## src/rtl/l15_req_buffer.sv

```systemverilog
// l15_req_buffer: request FIFO towards the L1.5 with a two-state issue FSM
// and an outstanding-request counter that throttles issue at MAX_OUTST.
module l15_req_buffer #(
  parameter int DEPTH     = 2,
  parameter int MAX_OUTST = 4
) (
  input  logic        clk_i,
  input  logic        rst_ni,
  input  logic        req_val_i,
  output logic        req_rdy_o,
  input  logic [4:0]  req_rqtype_i,
  input  logic [2:0]  req_size_i,
  input  logic [39:0] req_address_i,
  input  logic [63:0] req_data_i,
  output logic        l15_val_o,
  output logic [4:0]  l15_rqtype_o,
  output logic [2:0]  l15_size_o,
  output logic [39:0] l15_address_o,
  output logic [63:0] l15_data_o,
  input  logic        l15_header_ack_i,
  input  logic        l15_rtrn_val_i,
  input  logic [3:0]  l15_rtrn_rqtype_i,
  output logic [3:0]  outst_cnt_o,
  output logic        idle_o,
  output logic        err_o
);
  localparam int PW = $clog2(DEPTH);
  localparam logic [0:0] IDLE  = 1'b0;
  localparam logic [0:0] ISSUE = 1'b1;
  localparam logic [3:0] MAX   = 4'(MAX_OUTST);
  logic [0:0]   state, state_n;
  logic [PW:0]  wr_ptr, rd_ptr, occ, occ_n;
  logic [111:0] mem [DEPTH];
  logic [3:0]   cnt, cnt_n;
  logic         push, pop, ret, full, err;
  // occupancy never exceeds DEPTH = 2**PW, so its top bit alone flags full
  assign occ       = wr_ptr - rd_ptr;
  assign full      = occ[PW];
  assign req_rdy_o = !full;
  assign push      = req_val_i && !full;
  assign pop       = state == ISSUE && l15_header_ack_i;
  assign ret       = l15_rtrn_val_i && l15_rtrn_rqtype_i != 4'b0111;
  always_comb begin
    occ_n   = occ + (PW+1)'(push) - (PW+1)'(pop);
    cnt_n   = (pop && !ret) ? cnt + 4'd1 : (ret && !pop && cnt != 4'd0) ? cnt - 4'd1 : cnt;
    state_n = (state == IDLE || pop) ? ((occ_n != '0 && cnt_n < MAX) ? ISSUE : IDLE) : state;
  end
  always_ff @(posedge clk_i or negedge rst_ni) begin
    if (!rst_ni) begin
      state  <= IDLE;
      wr_ptr <= '0;
      rd_ptr <= '0;
      cnt    <= '0;
      err    <= 1'b0;
    end else begin
      state  <= state_n;
      wr_ptr <= wr_ptr + (PW+1)'(push);
      rd_ptr <= rd_ptr + (PW+1)'(pop);
      cnt    <= cnt_n;
      if (ret && !pop && cnt == 4'd0) err <= 1'b1;
    end
  end
  always_ff @(posedge clk_i) begin
    if (push) mem[wr_ptr[PW-1:0]] <= {req_rqtype_i, req_size_i, req_address_i, req_data_i};
  end
  assign l15_val_o = state == ISSUE;
  assign {l15_rqtype_o, l15_size_o, l15_address_o, l15_data_o} = l15_val_o ? mem[rd_ptr[PW-1:0]] : '0;
  assign outst_cnt_o = cnt;
  assign idle_o      = occ == '0 && cnt == 4'd0;
  assign err_o       = err;
endmodule

```

## config.mk

```make
export PLATFORM = sky130hd
export DESIGN_NAME = l15_req_buffer
export DESIGN_NICKNAME = d
export VERILOG_FILES = /design/src/rtl/l15_req_buffer.sv
export SDC_FILE = /design/constraint.sdc
export NUM_CORES = 1
export LEC_CHECK = 0
export ABC_AREA = 0
export CAP_MARGIN = 20
export CORE_ASPECT_RATIO = 1.25
export CORE_MARGIN = 4
export CORE_UTILIZATION = 57
export DETAILED_ROUTE_END_ITERATION = 8
export DONT_BUFFER_PORTS = 1
export PLACE_DENSITY = 0.84
export RECOVER_POWER = 25
export SETUP_SLACK_MARGIN = 0.02
export SKIP_LAST_GASP = 1
export SLEW_MARGIN = 0
export SYNTH_ARGS = -nofsm -noshare
export SYNTH_HDL_FRONTEND = slang
export SYNTH_SLANG_ARGS = --single-unit
```

## constraint.sdc

```tcl
create_clock -name clk_i -period 4.6 [get_ports clk_i]
set_input_delay 0.23 -clock clk_i [delete_from_list [all_inputs] [get_ports clk_i]]
set_output_delay 0.23 -clock clk_i [all_outputs]
set_load 0.005 [all_outputs]
```

# Word-level counts from Yosys, hierarchy flattened
# Memory sizes are Yosys's and may differ from the RTL's.
# Cells that the tools add are included.
[classes]
addsub = 7
order_cmp = 1
eq_ne = 1
muxes = 6
n_bitwise = 1
reduce_logical = 17
[op_table]
columns = ["operator", "n"]
rows = [
  ["$mux W112", 1],
  ["$logic_and A1 B1 Y1", 9],
  ["$mux W4", 2],
  ["$add A2 B1 Y2", 3],
  ["$add A4 B1 Y4 const B", 1],
  ["$logic_not A4 Y1", 1],
  ["$lt A4 B3 Y1 const B", 1],
  ["$ne A4 B3 Y1 const B", 1],
  ["$reduce_bool A4 Y1", 1],
  ["$sub A4 B1 Y4 const B", 1],
  ["$logic_not A1 Y1", 3],
  ["$mux W1", 3],
  ["$logic_not A2 Y1", 1],
  ["$reduce_bool A2 Y1", 1],
  ["$sub A2 B1 Y2", 1],
  ["$sub A2 B2 Y2", 1],
  ["$logic_or A1 B1 Y1", 1],
  ["$not A1 Y1", 1],
]
[totals]
reg_bits = 10
ram_bits = 224
output_inout_bits = 120
wordCells = 39
n_memories = 1
[memory_table]
columns = ["memory", "words", "word_bits", "read_ports", "rd_ports_with_merged_regs", "write_ports", "line_no", "rtl"]
rows = [
  ["mem", 2, 112, 1, 0, 1, "33", "logic [111:0] mem [DEPTH];"],
]

# Logic depth before layout (Yosys ltp)
[depth]
depth_word = 9
ltp_mapped = 12
mapped_depth_nobuf = 12

# Least setup slack after synthesis
# No wires, ideal clock.
[synth_timing]
kind = "reg-to-reg"
start = "reg wr_ptr[0]"
end = "mem mem[1][0] (enable)"
setup_ns = 0.486
arrival_time_ns = 3.885
path_slack_ns = 0.229
stages_incl_launch_ff = 8
path_buffers = 0
synth_period_minus_slack_ns = 4.371
cell_sequence = "dfrtp_1 -> inv_1 -> ha_1 -> xor2_1 -> xnor2_1 -> nand2_1 -> inv_1 -> ha_1"
[synth_between]
elab_chain_len = 5
[synth_rtl]
columns = ["item", "line_no", "rtl"]
rows = [
  ["from (decl)", "32", "logic [PW:0] wr_ptr, rd_ptr, occ, occ_n;"],
  ["from (signal assigned)", "57", "wr_ptr <= wr_ptr + (PW+1)'(push);"],
  ["$sub A2 B2 Y2", "37", "assign occ = wr_ptr - rd_ptr;"],
  ["$logic_not A1 Y1", "--", ""],
  ["named net req_rdy_o", "10", "output logic req_rdy_o,"],
  ["$logic_and A1 B1 Y1", "40", "assign push = req_val_i && !full;"],
  ["$mux W1", "64", "if (push) mem[wr_ptr[PW-1:0]] <= {req_rqtype_i, req_size_i, req_address_i, req_data_i};"],
  ["$mux W1 (not written as such)", "64", ""],
  ["to (decl)", "33", ""],
]
# The timed path passes the listed nets, and every way through them passes these cells.

# Worst setup path after layout
[layout_timing]
start = "reg rd_ptr[0]"
end = "out l15_data_o[24]"
[layout_between]
elab_chain_len = 2
[layout_rtl]
columns = ["item", "line_no", "rtl"]
rows = [
  ["from (decl)", "32", ""],
  ["from (signal assigned)", "58", "rd_ptr <= rd_ptr + (PW+1)'(pop);"],
  ["$mem_v2 Z2 W112", "--", ""],
  ["$mux W112", "67", "assign {l15_rqtype_o, l15_size_o, l15_address_o, l15_data_o} = l15_val_o ? mem[rd_ptr[PW-1:0]] : '0;"],
  ["to (decl)", "19", "output logic [63:0] l15_data_o,"],
]
# No other way between the ends.

==> impl_metrics.yaml <==
placement:
  place_ws_ps: 1700
  dpl.hpwl_um: 11300
  gp_congestion: 0.785
  portBuffers: 0
setup_path:
  cp_max_fo: 65
  endpoint_kind: "primary output"
  criticalPathCategory: "reg2out"
  critPathRequiredTime_ps: 4370
  critPathLaunchType: "register"
  rr_worst_depth: 8
  cp.arrival_ps: 3060
min_path:
  hold_class: "in2reg"
  min_path_cells: 2
timing:
  rsz0062_at_grt: "false"
  relSlewSlack_pct: 25.9
  setup_viol: 0
  period_needed_ps: 3290
  fmax_ghz: 0.304
  finalSetupTns_ps: 0
  final_hold_viol_count: 0
  fin_ws_ps: 1310
  skew_ps: 18.8
  fin_crit_sh_pct: 71.5
  tightest_slew_ps: 1110
  drv_slew: 0
floorplanning:
  dieArea_um2: 18000
  start_util_pct: 58.2
  die_y_um: 149
  num_io_pins: 241
  die_x_um: 121
  num_rows: 51
  core_area_um2: 15600
yosys:
  avgSynthCellArea_um2: 16.8
  async_reset_ff_share_pct: 4.27
  synth-edff-count: 224
  ys_warn_count: 0
  synth_fa_ha_area_share_pct: 1.10
  synth-seq-cells: 234
  synthCells: 540
  syn_nets: 669
  yosys.area_share.simple_pct: 5.83
  synth_xor_area_share_pct: 0.677
  seq_area_frac_synth_pct: 77.0
  synth_area_um2: 9060
  ys.flop_type: "edfxtp_1"
  ys_types: 30
  synth.mux.area_fraction_pct: 12.4
  synth_top_family_by_area: "multiplexers"
  synth_compound_gate_area_share_pct: 1.33
grt:
  grt_pass1_wl_um: 28700
  antenna_found_initial: 2
  grt_pass1_vias: 5379
  grt_overflow: 0
  grt_usage_pct: 20.5
  grt_max_degree: 69
detailed_routing:
  vias_per_cell: 5.58
  detail_route.iter0.violations: 259
  dr.pass1.iters: 4
  ant_nets: 0
  routed_wl_um: 19000
  drc: 0
  num_vias: 4937
  avgRoutedWirePerCell_um: 21.5
cts:
  insertion_delay_ps: 500
  clk_root_buffer_cell: "clkbuf_16"
  clkSinkCount: 234
  clockBufferDepth: 3
  cts_setup_buffers: 0
  h-tree-depth: 1
  cts_buffers: 22
  clk_pin_slew_worst_paths_ps: 60
  tritoncts: "built"
final_layout:
  nets: 788
  drive_gt1_share_pct: 7.30
  fillers: 948
  syn_to_final_growth_pct: 23.5
pwr:
  p_leak_nw: 4.15
  totalPowerFinal_mw: 7.60
  max-vdd-ir-drop_mv: 0.422
  p_per_area_nw_per_um2: 679
outcome:
  status: "finished clean"
flow_run:
  cap_violations: 0
[where the power goes]
| group | total [mW] | switching (mW) | leakage, nW | internal [mW] |
|---|---|---|---|---|
| clock network | 1.85 | 0.717 | 0.353 | 1.13 |
| registers | 3.42 | 0.226 | 2.17 | 3.20 |
| logic | 2.33 | 1.53 | 1.62 | 0.798 |
[per-stage QoR]
step	hold WS (ps)	area [um^2]	cells	utilization, %
5_1_grt	28.8	11200	885	71.9
6_report	38.2	11200	885	71.9
3_3_place_gp	-65.3	9310	733	59.8
2_1_floorplan	-65.6	9060	540	-
3_5_place_dp	-65.3	9310	733	59.8
4_1_cts	9.97	11200	883	71.9
[layout make-up]
type                            count  area [um^2]  share of cell area [%]
Antenna cell                        2         5.00                  0.0447
Clock buffer                       28          594                    5.31
Clock inverter                      8          140                    1.25
Inverter                            9         35.0                   0.313
Multi-Input combinational cell    271         1960                    17.5
Sequential cell                   234         6980                    62.4
Tap cell                          212          265                    2.37
Timing Repair Buffer              121         1220                    10.9
[registers in the layout, indices dropped and copies added, names as in the netlist]
signal and flops:
outst_cnt_o 4, rd_ptr 2, mem 224, err_o 1, l15_val_o 1, wr_ptr 2
[per-layer routing]
metal  share of wire (%)  global-route usage (%)  routed length, um  vias to the layer above
li1                    -                       -                  -                     2228
met1                  37                    24.4               7030                     2418
met2                  52                    36.0               9950                      243
met3                 7.9                    5.50               1510                       48
met4                 2.9                    7.09                557                        0
met5                   0                       0                  0                        -
[worst max-delay path, cell delays in order, from the launching register on]
cell and delay, ps:
dfrtp_4 400, buf_4 620, buf_4 910, mux2i_1 330, nor2_1 90
[placed cells by master (no fill, tap or decap), types with 2 or more instances in the layout]
master         synthesis  final
mux2i_1              112    112
o21ai_0                3      3
buf_4                  0      5
inv_1                  8      8
dfrtp_1               10      9
xnor2_1                3      3
a21oi_1                5      5
edfxtp_1             224    224
a31o_2                 2      2
bufinv_16              0      4
ha_4                   0      2
dlygate4sd3_1          0    114
clkinv_2               0      2
ha_1                   8      6
nor2_1               114    114
clkinv_1               1      2
buf_12                 0      2
clkbuf_16              0     23
xor2_1                 4      4
diode_2                0      2
clkbuf_1              12      5
nand2_1                2      2
nand3_1                6      6
[cells by family (layout without fill, tap and decap cells)]
kind of cell | Yosys count | count (layout)
and+or+nand+nor | 129 | 129
DFF | 234 | 234
buffers and inverters | 35 | 166
muxes | 112 | 112
xor gates and xnor gates | 7 | 7
other | 0 | 2
adders and majority gates | 8 | 8
AOI/OAI and AO/OA | 15 | 15
[repair_timing]
action | CTS | global route
hold buffers | 114 | 0
endpoints found under the hold margin | 235 | 0
resized for setup | 0 | 0
[path summary, 6_finish.rpt]
check / startpoint / endpoint / slack [ps]
max reg2reg: wr_ptr[0] / mem[0][65] / 1720
min in group asynchronous: rst_ni / l15_val_o / 140
max in group asynchronous: rst_ni / rd_ptr[0] / 4080
min: l15_rtrn_val_i / outst_cnt_o[2] / 40
max: rd_ptr[0] / l15_data_o[24] / 1310
min reg2reg: rd_ptr[1] / rd_ptr[1] / 500
[synthesized netlist by cell type, types with 2 or more instances]
| cell type | instances | area share (%) |
|---|---|---|
| ha_1 | 8 | 1.1 |
| xnor2_1 | 3 | 0.29 |
| a31o_2 | 2 | 0.19 |
| clkbuf_1 | 12 | 0.50 |
| nor2_1 | 114 | 4.7 |
| xor2_1 | 4 | 0.39 |
| o21ai_0 | 3 | 0.17 |
| inv_1 | 8 | 0.33 |
| mux2i_1 | 112 | 12 |
| nand2_1 | 2 | 0.083 |
| a21oi_1 | 5 | 0.28 |
| nand3_1 | 6 | 0.33 |
| edfxtp_1 | 224 | 74 |
| buf_2 | 12 | 0.66 |
| dfrtp_1 | 10 | 2.8 |
Power figures use the tool's default switching activity.
